### config.mk
export PLATFORM = sky130hd
export DESIGN_NAME = uart_rx_core
export DESIGN_NICKNAME = d
export VERILOG_FILES = /design/src/rtl/uart_rx_core.sv
export SDC_FILE = /design/constraint.sdc
export NUM_CORES = 1
export LEC_CHECK = 0
export CELL_PAD_IN_SITES_DETAIL_PLACEMENT = 1
export CELL_PAD_IN_SITES_GLOBAL_PLACEMENT = 2
export CORE_MARGIN = 1.5
export CORE_UTILIZATION = 38
export DETAILED_ROUTE_END_ITERATION = 8
export HOLD_SLACK_MARGIN = 0.05
export PLACE_DENSITY_LB_ADDON = 0.1
export SKIP_CTS_REPAIR_TIMING = 1
export SLEW_MARGIN = 20
export SYNTH_ARGS = -nofsm -noshare
export SYNTH_HDL_FRONTEND = slang
export SYNTH_SLANG_ARGS = --single-unit
### constraint.sdc
create_clock -name CLK -period 3.6 [get_ports CLK]
set_clock_uncertainty 0.2 [all_clocks]
set_input_delay 0.72 -clock CLK [delete_from_list [all_inputs] [get_ports CLK]]
set_output_delay 0.72 -clock CLK [all_outputs]
set_load 0.1 [all_outputs]
### src/rtl/uart_rx_core.sv
// UART receive core: oversampled start/data/parity/stop framing with a one-deep
// holding register, overrun detection and break detection.
module uart_rx_core #(
  parameter int unsigned OVERSAMPLE = 16
) (
  input  logic       CLK,
  input  logic       RST,
  input  logic       BAUD_CLK,
  input  logic       RXD,
  input  logic [1:0] WLS,
  input  logic       PEN,
  input  logic       EPS,
  input  logic       RD_ACK,
  output logic [7:0] RX_DATA,
  output logic       RX_VALID,
  output logic       PE,
  output logic       FE,
  output logic       BI,
  output logic       OE
);

  localparam int unsigned CW = $clog2(OVERSAMPLE);
  localparam logic [CW-1:0] CNT_HALF = CW'(OVERSAMPLE / 2 - 1);
  localparam logic [CW-1:0] CNT_LAST = CW'(OVERSAMPLE - 1);

  typedef enum logic [2:0] {
    IDLE,
    START,
    DATA,
    PARITY,
    STOP,
    WAIT_HIGH
  } state_t;

  state_t          state_q, state_d;
  logic            rxd_meta, rxd_s;
  logic            baud_q;
  logic            tick;
  logic [CW-1:0]   cnt_q;
  logic [2:0]      bit_cnt_q;
  logic [7:0]      shift_q;
  logic            par_q;
  logic            stop_q;
  logic            load_q;
  logic [1:0]      wls_q;
  logic            pen_q;
  logic            eps_q;
  logic            half_hit, bit_hit, last_bit;
  logic            start_ok, stop_hit;
  logic            par_x, new_pe, new_fe, new_bi;

  always_ff @(posedge CLK or posedge RST) begin
    if (RST) begin
      rxd_meta <= 1'b1;
      rxd_s    <= 1'b1;
      baud_q   <= 1'b0;
    end else begin
      rxd_meta <= RXD;
      rxd_s    <= rxd_meta;
      baud_q   <= BAUD_CLK;
    end
  end

  assign tick     = BAUD_CLK & ~baud_q;
  assign half_hit = tick && (cnt_q == CNT_HALF);
  assign bit_hit  = tick && (cnt_q == CNT_LAST);
  assign last_bit = (bit_cnt_q == (3'd4 + {1'b0, wls_q}));
  assign start_ok = (state_q == START) && half_hit && !rxd_s;
  assign stop_hit = (state_q == STOP) && bit_hit;

  always_ff @(posedge CLK or posedge RST) begin
    if (RST) state_q <= IDLE;
    else     state_q <= state_d;
  end

  always_comb begin
    state_d = state_q;
    case (state_q)
      IDLE:      if (!rxd_s) state_d = START;
      START:     if (half_hit) state_d = rxd_s ? IDLE : DATA;
      DATA:      if (bit_hit && last_bit) state_d = pen_q ? PARITY : STOP;
      PARITY:    if (bit_hit) state_d = STOP;
      STOP:      if (bit_hit) state_d = rxd_s ? IDLE : WAIT_HIGH;
      WAIT_HIGH: if (rxd_s) state_d = IDLE;
      default:   state_d = IDLE;
    endcase
  end

  // Counter restarts at mid start bit, so its natural wrap lands on each mid-bit.
  always_ff @(posedge CLK or posedge RST) begin
    if (RST) begin
      cnt_q <= '0;
    end else if ((state_q == IDLE) || ((state_q == START) && half_hit)) begin
      cnt_q <= '0;
    end else if (tick) begin
      cnt_q <= cnt_q + CW'(1);
    end
  end

  always_ff @(posedge CLK or posedge RST) begin
    if (RST) begin
      wls_q     <= '0;
      pen_q     <= 1'b0;
      eps_q     <= 1'b0;
      shift_q   <= '0;
      bit_cnt_q <= '0;
      par_q     <= 1'b0;
      stop_q    <= 1'b1;
      load_q    <= 1'b0;
    end else begin
      if (start_ok) begin
        wls_q     <= WLS;
        pen_q     <= PEN;
        eps_q     <= EPS;
        shift_q   <= '0;
        bit_cnt_q <= '0;
        par_q     <= 1'b0;
      end else if ((state_q == DATA) && bit_hit) begin
        shift_q[bit_cnt_q] <= rxd_s;
        bit_cnt_q          <= bit_cnt_q + 3'd1;
      end
      if ((state_q == PARITY) && bit_hit) par_q <= rxd_s;
      load_q <= stop_hit;
      if (stop_hit) stop_q <= rxd_s;
    end
  end

  assign par_x  = (^shift_q) ^ par_q;
  assign new_pe = pen_q & (eps_q ? par_x : ~par_x);
  assign new_fe = ~stop_q;
  assign new_bi = (shift_q == '0) & ~(pen_q & par_q) & ~stop_q;

  // A load coinciding with RD_ACK replaces the held character instead of overrunning.
  always_ff @(posedge CLK or posedge RST) begin
    if (RST) begin
      RX_DATA  <= '0;
      RX_VALID <= 1'b0;
      PE       <= 1'b0;
      FE       <= 1'b0;
      BI       <= 1'b0;
      OE       <= 1'b0;
    end else if (load_q) begin
      if (RX_VALID && !RD_ACK) begin
        OE <= 1'b1;
      end else begin
        RX_DATA  <= shift_q;
        RX_VALID <= 1'b1;
        PE       <= new_pe;
        FE       <= new_fe;
        BI       <= new_bi;
        OE       <= 1'b0;
      end
    end else if (RD_ACK && RX_VALID) begin
      RX_VALID <= 1'b0;
      PE       <= 1'b0;
      FE       <= 1'b0;
      BI       <= 1'b0;
      OE       <= 1'b0;
    end
  end

endmodule

==> results.tsv <==
metric	value	unit
run status	finished clean	
H-tree levels	2	
DR iter-0 viols	40	
DR WL/cell	14.8	um
Seq cells post-synth	41	
gr busiest metal	met2	
Total Nets Final	240	
fin crit share	0.735	
met2 GRT Util	0.263	
number of diodes	0	
Mapped Avg Cell Area	9.97	um^2
Clk pin slew, worst setup/hold paths	0.07	ns
R2R depth	3	
Seq/Total Area, Yosys	0.499	
site row count	26	
CTS Root Cell	clkbuf_8	
hold path startpoint	rxd_meta	
fin. max-slew vios	0	
Pleak	1.07	nW
CTS sink count	41	
largest net degree at the start of global routing	42	
Final min period	2.65	ns
Total Wirelength	4.38	mm
most common cell after layout, fill and taps aside	dfrtp_1	
met1 Use GR	0.204	
Ys Warns	0	
slew margin rel.	0.559	
Hold Vio Cnt, Final	0	
synth unique cells	37	
Vias/cell	5.05	
Inserted Clock Buffers	5	
final setup TNS	0	ns
most frequent cells in the layout	38 x dfrtp_1, 26 x nor2_1, 19 x nand2_1	
1st-pass router iterations	4	
layout cells sized above 1	0.164	
Max Fclk	0.378	GHz
hpwl dp	3.10	mm
ys async rst share	1.00	
Worst Setup Path Type	in -> reg	
Critical Path Source Type	input port	
first-pass GRT wire length	7.40	mm
Die X	76.7	um
Cell Area, Placed	2280	um^2
Initial Utilization	0.399	
buffer depth of the longest clock path	2	
Design Area, Final	2370	um^2
Die Ht	76.7	um
Worst Tran Pin Value	0.659	ns
Hold Path End	rxd_s	
Pwr Density	516	nW/um^2
MaxCap Viol Count	0	
Core ar.	5170	um^2
Mapped Cells	207	
clk_lat worst skew	0.28	ns
met3 Usage GRT	0.0345	
reg2reg end	wls_q[0]	
Post-synth EDFFs	0	
DR DRC count	0	
Syn Nets	222	
Placer Congestion	0.774	
crit path max fanout	9	
mapped cell area	2060	um^2
vias	1494	
Setup Viol. Count Final	0	
vias in the first global route	1542	
CTS tree	built	
die area	5880	um^2
Area Growth Syn to Fin	15.1	%
Global Route Usage Sum	0.159	
RSZ-0062 raised after global routing	false	
ys flop type	dfrtp_1	
antenna violations before repair	0	
flop2flop setup slack	1.21	ns
worst r2r src	state_q[0]	
I/O Buffers	21	
IO Pins	22	
type of the most critical hold path	reg -> reg	
grt ovf	0	
worst endpoint required time	3.57	ns
remaining antenna violation count	0	
CP arrival	2.62	ns
worst vdd ir	0.267	mV
CP Capture Type	flip-flop	
cell depth of the worst hold path	0	
worst max-delay path, stage by stage:
cell             delay (ns)
clkdlybuf4s50_1        0.51
and4b_1                0.44
nand3_1                0.29
nor4_1                 0.28
mux2_2                 0.38
cell families after synthesis:
family	synth area share
AOI/OAI and AO/OA	0.0970
xor gates and xnor gates	0.0509
adders and majority gates	0.0364
buffers and inverters	0.0485
DFF	0.499
muxes	0.0849
and+or+nand+nor	0.183
flip-flops by register name, summed over array words and instances, names as in the netlist, 2 cells and up:
register   flops
RX_DATA        8
bit_cnt_q      3
cnt_q          4
shift_q        8
state_q        3
wls_q          2
power breakdown:
group	leakage, nW	internal, mW	total (mW)	switching [mW]
registers	0.498	0.517	0.608	0.0915
clock network	0.0455	0.156	0.308	0.152
logic	0.529	0.142	0.309	0.168
worst max-delay path by stage:
stage / from / to / slack [ns]
3_5_place_dp: BAUD_CLK / shift_q[0] / 0.68
2_1_floorplan: BAUD_CLK / shift_q[0] / 1.46
5_1_grt: BAUD_CLK / shift_q[0] / 0.81
6_report: BAUD_CLK / shift_q[0] / 0.95
3_3_place_gp: BAUD_CLK / shift_q[0] / 0.73
4_1_cts: BAUD_CLK / shift_q[0] / 0.98
stage by stage:
| stage | total power, mW | setup slack (ns) | std cells | util | hold slack [ns] |
|---|---|---|---|---|---|
| global placement | 0.908 | 0.729 | 288 | 0.442 | 0.150 |
| floorplan | 0.848 | 1.46 | 207 | - | 0.145 |
| detailed placement | 0.925 | 0.681 | 288 | 0.442 | 0.147 |
| global route | 1.31 | 0.813 | 296 | 0.459 | 0.174 |
| finish | 1.23 | 0.955 | 296 | 0.459 | 0.165 |
| CTS | 1.24 | 0.982 | 296 | 0.459 | 0.164 |
cell type report:
class | count | area [um^2]
Tap cell | 70 | 87.6
Inverter | 13 | 48.8
Sequential cell | 41 | 1030
Clock buffer | 8 | 90.1
Multi-Input combinational cell | 142 | 933
Fill cell | 585 | 2800
Timing Repair Buffer | 22 | 185
synthesized netlist by cell type, types with 2 or more instances:
master / number / share of area
xor2_1: 4 / 0.017
nand2b_1: 8 / 0.024
o21ai_0: 12 / 0.029
dfrtp_1: 38 / 0.46
mux2_2: 12 / 0.065
inv_1: 13 / 0.024
nor2b_1: 2 / 0.0061
dfstp_2: 3 / 0.038
mux2i_1: 4 / 0.019
ha_1: 6 / 0.036
nand3_1: 4 / 0.0097
xnor2_1: 8 / 0.034
a31oi_1: 2 / 0.0061
nor3_1: 6 / 0.015
nand2_1: 19 / 0.035
o31ai_1: 2 / 0.0073
clkbuf_1: 8 / 0.015
a21oi_1: 7 / 0.017
nand4_1: 4 / 0.012
nor2_1: 26 / 0.047
buf_2: 2 / 0.0049
nand4b_1: 2 / 0.0085
per-layer routing:
layer | vias to the layer above | wire (um)
met1 | 722 | 2040
met3 | 7 | 152
li1 | 740 | -
met5 | - | 0
met2 | 25 | 2120
met4 | 0 | 67
Power figures use the tool's default switching activity.
